$ cat src/rtl/simmem_pkg.sv
// Shared widths and the AXI write-address request type used by the simulated memory.
package simmem_pkg;
    localparam int DelayWidth = 6;
    localparam int IDWidth    = 4;
    localparam int AddrWidth  = 32;

    typedef struct packed {
        logic [IDWidth-1:0]   id;
        logic [AddrWidth-1:0] addr;
        logic [7:0]           len;
        logic [2:0]           size;
        logic [1:0]           burst;
    } waddr_req_t;
endpackage

$ cat src/rtl/simmem_wresp_delay_tracker_if.sv
// Write-address intake and release-token handshakes of the write-response delay tracker.
interface simmem_wresp_delay_tracker_if #(
    parameter int NumSlots   = 8,
    parameter int DelayWidth = simmem_pkg::DelayWidth,
    parameter int IDWidth    = simmem_pkg::IDWidth
);
    logic                              waddr_valid;
    logic                              waddr_ready;
    simmem_pkg::waddr_req_t            waddr;
    logic [DelayWidth-1:0]             delay;
    logic                              release_valid;
    logic                              release_ready;
    logic [IDWidth-1:0]                release_id;
    logic [$clog2(NumSlots+1)-1:0]     occupancy;

    modport master (
        output waddr_valid, waddr, delay, release_ready,
        input  waddr_ready, release_valid, release_id, occupancy
    );

    modport slave (
        input  waddr_valid, waddr, delay, release_ready,
        output waddr_ready, release_valid, release_id, occupancy
    );
endinterface

$ cat src/rtl/simmem_wresp_delay_tracker.sv
// Holds each accepted write request for its programmed delay, then releases its ID
// oldest-first among expired entries, keeping same-ID order and AXI valid stability.
module simmem_wresp_delay_tracker #(
    parameter int NumSlots   = 8,
    parameter int DelayWidth = simmem_pkg::DelayWidth,
    parameter int IDWidth    = simmem_pkg::IDWidth
) (
    input  logic                       clk,
    input  logic                       rst_n,
    simmem_wresp_delay_tracker_if.slave bus
);
    localparam int IdxWidth = (NumSlots > 1) ? $clog2(NumSlots) : 1;
    localparam int OccWidth = $clog2(NumSlots + 1);

    typedef logic [IdxWidth-1:0] idx_t;
    typedef enum logic {REL_OPEN, REL_LOCKED} rel_state_e;

    logic [NumSlots-1:0]   valid_q;
    logic [IDWidth-1:0]    id_q    [NumSlots];
    logic [DelayWidth-1:0] cnt_q   [NumSlots];
    // older_q[i][j] set means slot i was accepted before slot j; only meaningful for valid slots.
    logic [NumSlots-1:0]   older_q [NumSlots];
    logic [OccWidth-1:0]   occ_q;
    rel_state_e            state_q, state_d;
    idx_t                  lock_idx_q, lock_idx_d;

    logic [NumSlots-1:0]   eligible;
    logic                  any_eligible;
    logic                  beaten;
    idx_t                  oldest_idx;
    logic                  any_free;
    idx_t                  free_idx;
    idx_t                  sel_idx;
    logic                  rel_valid;
    logic                  release_fire;
    logic                  accept;

    // NOTE: every always_comb output gets a default before any branch so no latch is inferred.
    always_comb begin
        for (int i = 0; i < NumSlots; i++) begin
            eligible[i] = valid_q[i] && (cnt_q[i] == '0);
            for (int j = 0; j < NumSlots; j++) begin
                if (j != i && valid_q[j] && older_q[j][i] && id_q[j] == id_q[i]) begin
                    eligible[i] = 1'b0;
                end
            end
        end
    end

    always_comb begin
        any_eligible = |eligible;
        oldest_idx   = '0;
        beaten       = 1'b0;
        for (int i = 0; i < NumSlots; i++) begin
            beaten = 1'b0;
            for (int j = 0; j < NumSlots; j++) begin
                if (j != i && eligible[j] && older_q[j][i]) beaten = 1'b1;
            end
            if (eligible[i] && !beaten) oldest_idx = idx_t'(i);
        end
    end

    always_comb begin
        any_free = ~&valid_q;
        free_idx = '0;
        for (int i = NumSlots - 1; i >= 0; i--) begin
            if (!valid_q[i]) free_idx = idx_t'(i);
        end
    end

    // A token shown while the bank stalls stays pinned to its slot until the handshake.
    always_comb begin
        state_d    = state_q;
        lock_idx_d = lock_idx_q;
        sel_idx    = oldest_idx;
        rel_valid  = any_eligible;
        if (state_q == REL_LOCKED) begin
            sel_idx   = lock_idx_q;
            rel_valid = 1'b1;
        end
        if (!rst_n) rel_valid = 1'b0;
        release_fire = rel_valid && bus.release_ready;
        case (state_q)
            REL_OPEN: begin
                if (rel_valid && !bus.release_ready) begin
                    state_d    = REL_LOCKED;
                    lock_idx_d = sel_idx;
                end
            end
            REL_LOCKED: begin
                if (bus.release_ready) state_d = REL_OPEN;
            end
            default: state_d = REL_OPEN;
        endcase
    end

    assign bus.waddr_ready   = rst_n && any_free;
    assign accept            = bus.waddr_valid && bus.waddr_ready;
    assign bus.release_valid = rel_valid;
    assign bus.release_id    = rel_valid ? id_q[sel_idx] : '0;
    assign bus.occupancy     = rst_n ? occ_q : '0;

    // NOTE: sequential state uses non-blocking assignments only; the later accept write
    // to cnt_q deliberately overrides the countdown for the slot being filled.
    always_ff @(posedge clk) begin
        if (!rst_n) begin
            state_q    <= REL_OPEN;
            lock_idx_q <= '0;
            valid_q    <= '0;
            occ_q      <= '0;
            for (int i = 0; i < NumSlots; i++) cnt_q[i] <= '0;
        end else begin
            state_q    <= state_d;
            lock_idx_q <= lock_idx_d;
            for (int i = 0; i < NumSlots; i++) begin
                if (cnt_q[i] != '0) cnt_q[i] <= cnt_q[i] - DelayWidth'(1);
            end
            if (release_fire) valid_q[sel_idx] <= 1'b0;
            if (accept) begin
                valid_q[free_idx] <= 1'b1;
                cnt_q[free_idx]   <= bus.delay;
            end
            case ({accept, release_fire})
                2'b10:   occ_q <= occ_q + OccWidth'(1);
                2'b01:   occ_q <= occ_q - OccWidth'(1);
                default: occ_q <= occ_q;
            endcase
        end
    end

    // NOTE: id and age storage is not reset; it is only ever read through valid_q.
    always_ff @(posedge clk) begin
        if (accept) begin
            id_q[free_idx] <= bus.waddr.id;
            for (int j = 0; j < NumSlots; j++) begin
                older_q[free_idx][j] <= 1'b0;
                if (idx_t'(j) != free_idx) older_q[j][free_idx] <= 1'b1;
            end
        end
    end

    logic unused_waddr;
    assign unused_waddr = ^{bus.waddr.addr, bus.waddr.len, bus.waddr.size, bus.waddr.burst};
endmodule

$ cat src/flat_wrapper.sv
// flat-port wrapper written by rule: the top's interface ports become plain ports
module simmem_wresp_delay_tracker_flat 
#(
    parameter int NumSlots   = 8,
    parameter int DelayWidth = simmem_pkg::DelayWidth,
    parameter int IDWidth    = simmem_pkg::IDWidth
)
  (clk, rst_n, bus_waddr_valid, bus_waddr, bus_delay, bus_release_ready, bus_waddr_ready, bus_release_valid, bus_release_id, bus_occupancy);
  simmem_wresp_delay_tracker_if #(.NumSlots(NumSlots), .DelayWidth(DelayWidth), .IDWidth(IDWidth)) bus_i ();
  input  logic clk;
  input  logic rst_n;
  input wire logic [$bits(bus_i.waddr_valid)-1:0] bus_waddr_valid;
  input wire logic [$bits(bus_i.waddr)-1:0] bus_waddr;
  input wire logic [$bits(bus_i.delay)-1:0] bus_delay;
  input wire logic [$bits(bus_i.release_ready)-1:0] bus_release_ready;
  output wire logic [$bits(bus_i.waddr_ready)-1:0] bus_waddr_ready;
  output wire logic [$bits(bus_i.release_valid)-1:0] bus_release_valid;
  output wire logic [$bits(bus_i.release_id)-1:0] bus_release_id;
  output wire logic [$bits(bus_i.occupancy)-1:0] bus_occupancy;
  assign bus_i.waddr_valid = bus_waddr_valid;
  assign bus_i.waddr = bus_waddr;
  assign bus_i.delay = bus_delay;
  assign bus_i.release_ready = bus_release_ready;
  assign bus_waddr_ready = bus_i.waddr_ready;
  assign bus_release_valid = bus_i.release_valid;
  assign bus_release_id = bus_i.release_id;
  assign bus_occupancy = bus_i.occupancy;
  simmem_wresp_delay_tracker #(.NumSlots(NumSlots), .DelayWidth(DelayWidth), .IDWidth(IDWidth)) u_core (.clk(clk), .rst_n(rst_n), .bus(bus_i));
endmodule
$ cat config.mk
export PLATFORM = sky130hd
export DESIGN_NAME = simmem_wresp_delay_tracker_flat
export DESIGN_NICKNAME = d
export VERILOG_FILES = /design/src/rtl/simmem_pkg.sv /design/src/rtl/simmem_wresp_delay_tracker_if.sv /design/src/rtl/simmem_wresp_delay_tracker.sv /design/src/flat_wrapper.sv
export SDC_FILE = /design/constraint.sdc
export NUM_CORES = 1
export LEC_CHECK = 0
export CAP_MARGIN = 20
export CORE_MARGIN = 2
export CORE_UTILIZATION = 29
export CTS_CLUSTER_SIZE = 12
export DETAILED_ROUTE_END_ITERATION = 6
export HOLD_SLACK_MARGIN = 0.12
export MAX_ROUTING_LAYER = met4
export SLEW_MARGIN = 20
export SYNTH_ARGS = -nofsm -noshare
export SYNTH_HDL_FRONTEND = slang
export SYNTH_SLANG_ARGS = --single-unit
$ cat constraint.sdc
create_clock -name clk -period 4.41 [get_ports clk]
set_input_delay 0.882 -clock clk [delete_from_list [all_inputs] [get_ports clk]]
set_output_delay 0.882 -clock clk [all_outputs]
set_load 0.02 [all_outputs]
# After elaboration in Yosys (flattened, before gate mapping)
# Memories as Yosys holds them, arrays and structs flattened.
# Cells that the tools add are included.
dict set report word_totals {
  mem_count 3
  out_inout_bits 10
  inputBits 59
  ff_bits 16
  mem_bits_rw 144
  elab_cells 507
}
dict set report classes {
  reduce_logical 212
  n_addsub 10
  eq_ne 65
  n_bitwise 12
  mux 197
  magnitude_cmp 4
}
# memory words word_bits read_ports rd_ports_with_merged_regs wr line
set mem_list {}
lappend mem_list {u_core.older_q 8 8 8 0 9 simmem_wresp_delay_tracker.sv:22} ;# logic [NumSlots-1:0] older_q [NumSlots];
lappend mem_list {u_core.cnt_q 8 6 8 0 9 simmem_wresp_delay_tracker.sv:20} ;# logic [DelayWidth-1:0] cnt_q [NumSlots];
lappend mem_list {u_core.id_q 8 4 9 0 1 simmem_wresp_delay_tracker.sv:19} ;# logic [IDWidth-1:0] id_q [NumSlots];
# operator n
set op_table {}
lappend op_table {{$eq A4 B4 Y1} 56}
lappend op_table {{$logic_and A1 B1 Y1} 182}
lappend op_table {{$mux W1} 157}
lappend op_table {{$mux W8} 11}
lappend op_table {{$logic_not A6 Y1} 8}
lappend op_table {{$mux W6} 8}
lappend op_table {{$reduce_bool A6 Y1} 8}
lappend op_table {{$sub A6 B1 Y6 const B} 8}
lappend op_table {{$mux W3} 15}
lappend op_table {{$ne A3 B3 Y1 const A} 4}
lappend op_table {{$logic_not A1 Y1} 9}
lappend op_table {{$and A8 B8 Y8} 1}
lappend op_table {{$lt A3 B4 Y1 const B} 2}
lappend op_table {{$mux W4} 2}
lappend op_table {{$not A8 Y8} 1}
lappend op_table {{$or A1 B1 Y1} 8}
lappend op_table {{$or A8 B8 Y8} 1}
lappend op_table {{$pmux W4 S2} 1}
lappend op_table {{$reduce_and A8 Y1} 1}
lappend op_table {{$reduce_or A8 Y1} 1}
lappend op_table {{$demux W1 S3} 2}
lappend op_table {{$ge A3 B1 Y1 const B} 2}
lappend op_table {{$ne A2 B3 Y1 const A} 2}
lappend op_table {{$add A4 B1 Y4 const B} 1}
lappend op_table {{other kinds (9)} 9}

# Longest topological paths before layout
# Gate-level depths: netlist (run 1).
# An unclocked memory read counts as a cell.
dict set report depth {
  ltp_word 38
  mapped_depth 17
  depth_no_buf 17
}

# Worst setup path after synthesis (run 1)
# OpenSTA, ideal clock, no wires.
dict set report synth_path {
  path_kind {flip-flop to output port}
  from {memory u_core.cnt_q[0][0]}
  to {output port bus_release_id[0]}
  path_buffers 1
  t_arrival_ps 3039
  setup_slack_ps 489
  t_required_ps 3528
  path_stages_with_launch 14
  path_cell_list {edfxtp_1 -> inv_1 -> ha_1 -> or4b_1 -> nor2_1 -> o211ai_1 -> nor4_4 -> a22oi_1 -> and4_4 -> a21boi_2 -> buf_6 -> o221ai_1 -> a221o_1 -> a21boi_1}
}
# element line
set synth_lines {}
lappend synth_lines {{start, declared} simmem_wresp_delay_tracker.sv:20}
lappend synth_lines {{end, declared} flat_wrapper.sv:18} ;# output wire logic [$bits(bus_i.release_id)-1:0] bus_release_id;

==> results.sh, run 1 <==
export IMPL_io_buffers=23
export IMPL_top_layer_used="met4"
export IMPL_finalCoreUtilization_pct=37.6
export IMPL_rr_worst_depth=18
export IMPL_synth_top_area_cell="edfxtp_1"
export IMPL_holdCritPathClass="flip-flop to flip-flop"
export IMPL_synth_edf_count=80
export IMPL_clkSinkCount=152
export IMPL_cellPowerDensity_mw_per_mm2=396
export IMPL_violations="setup timing"
export IMPL_synth_ff_type="edfxtp_1"
export IMPL_synthCells=1035
export IMPL_antenna_found_initial=0
export IMPL_cts_max_level=4
export IMPL_wl_met2_um=14700
export IMPL_wl_met1_um=13500
export IMPL_synth_common_cells="nand2_1, xnor2_1, edfxtp_1"
export IMPL_seq_area_frac_synth_pct=40.8
export IMPL_ys_ff_latch=152
export IMPL_setup_ws_ps=-390
export IMPL_synth_area_sq_mm=0.00942
export IMPL_cap_violations=0
export IMPL_min_period_ps=4800
export IMPL_whs_path_depth=2
export IMPL_die_width_um=184
export IMPL_criticalPathCategory="flip-flop to primary output"
export IMPL_post_dp_hpwl_um=22400
export IMPL_vias=8433
export IMPL_firstDrtPassIters=5
export IMPL_grt_pass1_vias=8131
export IMPL_finalHoldViolations=0
export IMPL_arrival_ps=3920
export IMPL_multiInputGateArea_sq_mm=0.00524
export IMPL_status="complete, but fails checks"
export IMPL_nFillCells=3218
export IMPL_cts_tree="yes"
export IMPL_num_antenna_cells=0
export IMPL_place_congestion=0.969
export IMPL_wl_met3_um=2190
export IMPL_irDropWorstVdd_mv=0.230
export IMPL_routedWlPerCell_um=18.8
export IMPL_min_from="u_core.older_q[4][0]"
export IMPL_relSlewSlack_pct=47.7
export IMPL_nets=1267
export IMPL_rsz0062_at_grt="true"
export IMPL_insertion_delay_ps=430
export IMPL_grt_max_degree=23
export IMPL_leakage_nw=4.66
export IMPL_cts_buffers=17
export IMPL_ys_types=76
export IMPL_final_setup_viol_count=4
export IMPL_drc_errors=0
export IMPL_synth_nets=1113
export IMPL_cts_root_buffer="clkbuf_16"
export IMPL_die_area_sq_mm=0.0339
export IMPL_crit_fanout=8
export IMPL_grt_usage_pct=19.0
export IMPL_syn2layout_area_growth_pct=28.9
export IMPL_synth_most_common_cell="nand2_1"
export IMPL_synth_top_area_share_pct=25.5
export IMPL_synth_area_top_cells="edfxtp_1, dfxtp_1, xnor2_1"
export IMPL_post_route_period_util_pct=109
export IMPL_overflow=0
export IMPL_async_flop_share_pct=0
export IMPL_fin_worst_skew_ps=13.3
export IMPL_die_y_um=184
export IMPL_r2r_start="u_core.id_q[7][3]"
export IMPL_end_kind="primary output"
export IMPL_start_util_pct=29.2
export IMPL_fmax_mhz=208
export IMPL_viasPerCell=5.13
export IMPL_finalMaxSlewViolations=0
export IMPL_hold_path_endpoint="u_core.older_q[4][0]"
export IMPL_syn_area_per_cell_sq_um=9.10
export IMPL_reg2reg_to="u_core.occ_q[3]"
export IMPL_hold_slack_ps=446
export IMPL_yosysWarnings=0
export IMPL_rows=66
export IMPL_drt_antenna_violating_nets=0
export IMPL_required_ps=3530
export IMPL_r2r_slack_ps=240
export IMPL_path_clk_slew_ps=60
export IMPL_drive_gt1_share_pct=25.0
export IMPL_worst_setup_path_start_kind="flip-flop"
export IMPL_worstMarginPinSlew_ps=783
export IMPL_first_iter_violations=926
export IMPL_coreArea_sq_mm=0.0323
export IMPL_regArea_sq_mm=0.00384
export IMPL_clock_path_buffers=2
export IMPL_hold_buffers=0
export IMPL_design_portCount=69
export IMPL_grt_pass1_wl_um=47200
export IMPL_wl_um=31000
==> report_power, final <==
part / total [mW] / internal [mW] / switching, mW
logic: 1.42 / 0.715 / 0.708
clock network: 1.46 / 0.834 / 0.629
registers: 1.93 / 1.78 / 0.141
==> what timing repair did <==
action	in CTS	in global routing
setup endpoints to repair	5	6
pin swaps	32	20
gates cloned	1	0
endpoints found under the hold margin	0	0
gates resized for setup	57	26
setup buffers	18	9
==> worst max-delay path: stages, from the launching register on <==
cell and delay, ps:
edfxtp_1 440, buf_4 230, xnor2_1 190, nand4_1 280, o22a_1 310, and4_4 200
buf_6 130, a222oi_1 300, buf_4 190, nand3_4 70, and3_4 170, o221ai_4 260
a2bb2oi_4 120, a221o_1 290, a21boi_1 160, buf_4 160
==> metal layers <==
metal | track usage, % | vias up
met5 | - | -
met4 | 4.93 | 0
met3 | 3.85 | 55
met2 | 30.5 | 333
met1 | 24.5 | 4130
li1 | - | 3915
==> cell families after synthesis <==
group / share of synthesized area, %
AOI/OAI and AO/OA: 11.8
xor gates and xnor gates: 13.7
adders and majority gates: 2.60
buffers and inverters: 6.84
DFF: 40.8
muxes: 2.44
and+or+nand+nor: 21.9
==> registers in the layout, summed over array words and instances, names as in the netlist <==
signal,flops
u_core.id_q,32
u_core.occ_q,4
u_core.cnt_q,48
u_core.valid_q,8
u_core.lock_idx_q,3
u_core.state_q,1
u_core.older_q,56
==> area by class of cell <==
| type | count | area share [%] |
|---|---|---|
| Clock buffer | 20 | 3.85 |
| Clock inverter | 12 | 0.937 |
| Inverter | 35 | 1.08 |
| Multi-Input combinational cell | 766 | 43.1 |
| Sequential cell | 152 | 31.6 |
| Tap cell | 442 | 4.55 |
| Timing Repair Buffer | 217 | 14.8 |
==> metrics by stage <==
step	std cells	power, mW	setup TNS (ps)	instance area, sq um	worst slack [ps]
after floorplan	1035	2.79	0	9420	489
after global routing	1644	5.07	-1860	12100	-491
after detailed placement	1584	3.35	-2060	11000	-532
after CTS	1635	4.83	-1220	11900	-273
after global placement	1584	3.31	-1760	11000	-445
final	1644	4.81	-1450	12100	-390
==> cells in the final DEF (no fill, tap or decap), drive strengths merged, types with 8 or more instances in the layout <==
| cell | instances |
|---|---|
| nand2 | 259 |
| buf | 198 |
| xnor2 | 135 |
| edfxtp | 80 |
| dfxtp | 72 |
| nor2 | 49 |
| o31ai | 40 |
| inv | 39 |
| nand4 | 38 |
| o21ai | 22 |
| nor3 | 20 |
| clkbuf | 20 |
| nand3 | 19 |
| ha | 18 |
| clkdlybuf4s50 | 18 |
| o22ai | 18 |
| xor2 | 12 |
| or3 | 10 |
| a22oi | 10 |
| nor4 | 10 |
| mux4 | 8 |
| a21oi | 8 |
==> worst max-delay path by stage <==
stage,startpoint,to,slack [ps]
global route,u_core.id_q[3][0],bus_release_id[1],-490
finish,u_core.id_q[7][3],bus_release_id[0],-390
CTS,u_core.id_q[4][1],bus_release_id[0],-270
floorplan,u_core.cnt_q[0][0],bus_release_id[0],490
global placement,u_core.id_q[5][3],bus_release_id[3],-440
detailed placement,u_core.id_q[5][3],bus_release_id[0],-530
(Power assumes the default switching activity.)
==> inputs of run 2 (changes only) <==
- CTS_CLUSTER_SIZE: 12 -> not set
==> results of run 2 <==
The final DEF is identical to that of run 1; final timing and power are the same.
==> inputs of run 3 (changes only) <==
- GPL_TIMING_DRIVEN: not set -> 0
- TNS_END_PERCENT: not set -> 30
==> results.sh, run 3 (same netlist as run 1, synthesis figures left out) <==
export IMPL_nFillCells=3257
export IMPL_status="complete, but fails checks"
export IMPL_path_buf_inv=5
export IMPL_die_y_um=184
export IMPL_finish_instance_area_sq_mm=0.0117
export IMPL_io_buffers=17
export IMPL_viasPerCell=5.25
export IMPL_leakage_nw=4.25
export IMPL_syn2layout_area_growth_pct=23.9
export IMPL_arrival_ps=3840
export IMPL_postPlaceCellArea_sq_mm=0.0102
export IMPL_drc_errors=0
export IMPL_overflow=0
export IMPL_violations="setup timing"
export IMPL_worstMarginPinSlew_ps=926
export IMPL_firstDrtPassIters=6
export IMPL_cts_buffers=17
export IMPL_largest_reg_flops=56
export IMPL_reg_top3="u_core.older_q: 56 flops, u_core.cnt_q: 48 flops, u_core.id_q: 32 flops"
export IMPL_antenna_found_initial=0
export IMPL_layout_common_cells="nand2_1, xnor2_1, edfxtp_1, dfxtp_1, buf_4"
export IMPL_grt_pass1_wl_um=48000
export IMPL_first_iter_violations=873
export IMPL_fmax_mhz=212
export IMPL_finalMaxSlewViolations=0
export IMPL_post_dp_hpwl_um=22300
export IMPL_place_congestion=0.973
export IMPL_cts_max_level=4
export IMPL_cap_violations=0
export IMPL_irDropWorstVdd_mv=0.209
export IMPL_post_route_period_util_pct=107
export IMPL_cp_cell_sequence="buf_6 -> xnor2_1 -> nand4_1 -> buf_4 -> o22ai_4 -> nor4_4 -> buf_4 -> a222oi_1 -> nand3_4 -> and3_4 -> o221ai_4 -> a2bb2oi_4 -> buf_6 -> a221o_1 -> a21boi_1 -> buf_4"
export IMPL_min_from="u_core.older_q[4][0]"
export IMPL_regMostFlops="u_core.older_q"
export IMPL_pre_cts_ws_ps=-965
export IMPL_rows=66
export IMPL_cts_tree="yes"
export IMPL_nets=1207
export IMPL_r2r_start="u_core.id_q[7][3]"
export IMPL_die_area_sq_mm=0.0339
export IMPL_holdCritPathClass="flip-flop to flip-flop"
export IMPL_relSlewSlack_pct=38.3
export IMPL_required_ps=3530
export IMPL_grt_pass1_vias=7961
export IMPL_worst_setup_path_start_kind="flip-flop"
export IMPL_rsz0062_at_grt="true"
export IMPL_setup_ws_ps=-316
export IMPL_report_power_total_mw=4.66
export IMPL_cts_root_buffer="clkbuf_16"
export IMPL_end_kind="primary output"
export IMPL_grt_max_degree=17
export IMPL_vias=8313
export IMPL_num_antenna_cells=0
export IMPL_final_setup_viol_count=5
export IMPL_crit_fanout=9
export IMPL_drt_antenna_violating_nets=0
export IMPL_crit_path_top_delay_cell="a222oi_1"
export IMPL_drive_gt1_share_pct=20.8
export IMPL_grt_usage_pct=19.4
export IMPL_coreArea_sq_mm=0.0323
export IMPL_criticalPathCategory="flip-flop to primary output"
export IMPL_die_width_um=184
export IMPL_start_util_pct=29.2
export IMPL_min_period_ps=4730
export IMPL_final_common_cell="nand2_1"
export IMPL_crit_path_start="u_core.id_q[1][1]"
export IMPL_crit_family="compound AO/OA/AOI/OAI gates"
export IMPL_routedWlPerCell_um=20.1
export IMPL_crit_top_cell="buf_4"
export IMPL_max_stage_delay_ps=490
export IMPL_cellPowerDensity_mw_per_mm2=399
export IMPL_design_portCount=69
export IMPL_insertion_delay_ps=440
export IMPL_fin_worst_skew_ps=11.4
export IMPL_finalHoldViolations=0
export IMPL_clock_path_buffers=2
export IMPL_clkSinkCount=152
export IMPL_wl_um=31900
export IMPL_path_clk_slew_ps=70
==> run 3: area by class of cell <==
type	count	area (sq um)	area share [%]
clock buffer	19	443	3.79
multi-input combinational	765	5380	46.0
buffer	81	583	4.99
sequential	152	3840	32.9
clock inverter	13	119	1.02
tap	442	553	4.74
inverter	35	131	1.13
timing repair buffer	77	628	5.38
==> run 3: worst paths after layout <==
kind / depth (start not counted) / endpoint / slack, ps
max: 16 / bus_release_id[1] / -320
min: 2 / u_core.older_q[4][0] / 440
max reg2reg: 20 / u_core.occ_q[3] / -110
min reg2reg: 2 / u_core.older_q[4][0] / 440
==> run 3: through the flow <==
step                util [%]  instances  hold WS [ps]  setup TNS, ps
global route            36.2       1584           465          -2210
global placement        31.4       1494           432          -4800
floorplan                  -       1035           423              0
finish                  36.2       1584           444          -1330
CTS                     34.7       1557           448           -906
detailed placement      31.4       1494           438          -4250
==> run 3: what timing repair did <==
item | CTS | global route
resized for setup | 75 | 58
endpoints found under the hold margin | 0 | 0
setup buffers | 32 | 28
hold buffers | 0 | 0
pin swaps | 39 | 51
endpoints found under the setup margin | 10 | 7
==> run 3: layer usage <==
metal	wire [um]	vias to the layer above	global-route usage [%]
met5	0	-	-
met4	1020	0	6.53
met3	2270	80	3.18
met2	14600	365	30.6
met1	14000	4063	25.5
li1	-	3805	-
==> run 3: worst min-delay path, cell delays in order (launching register included) <==
cell	delay (ps)
dfxtp_1	310
nand2_1	50
nand2_1	40
==> run 3: power breakdown <==
part           switching (mW)  internal (mW)  leakage (nW)  total [mW]
clock network           0.649          0.798         0.280        1.45
registers               0.179           1.79          1.42        1.97
logic                   0.680          0.570          2.55        1.25
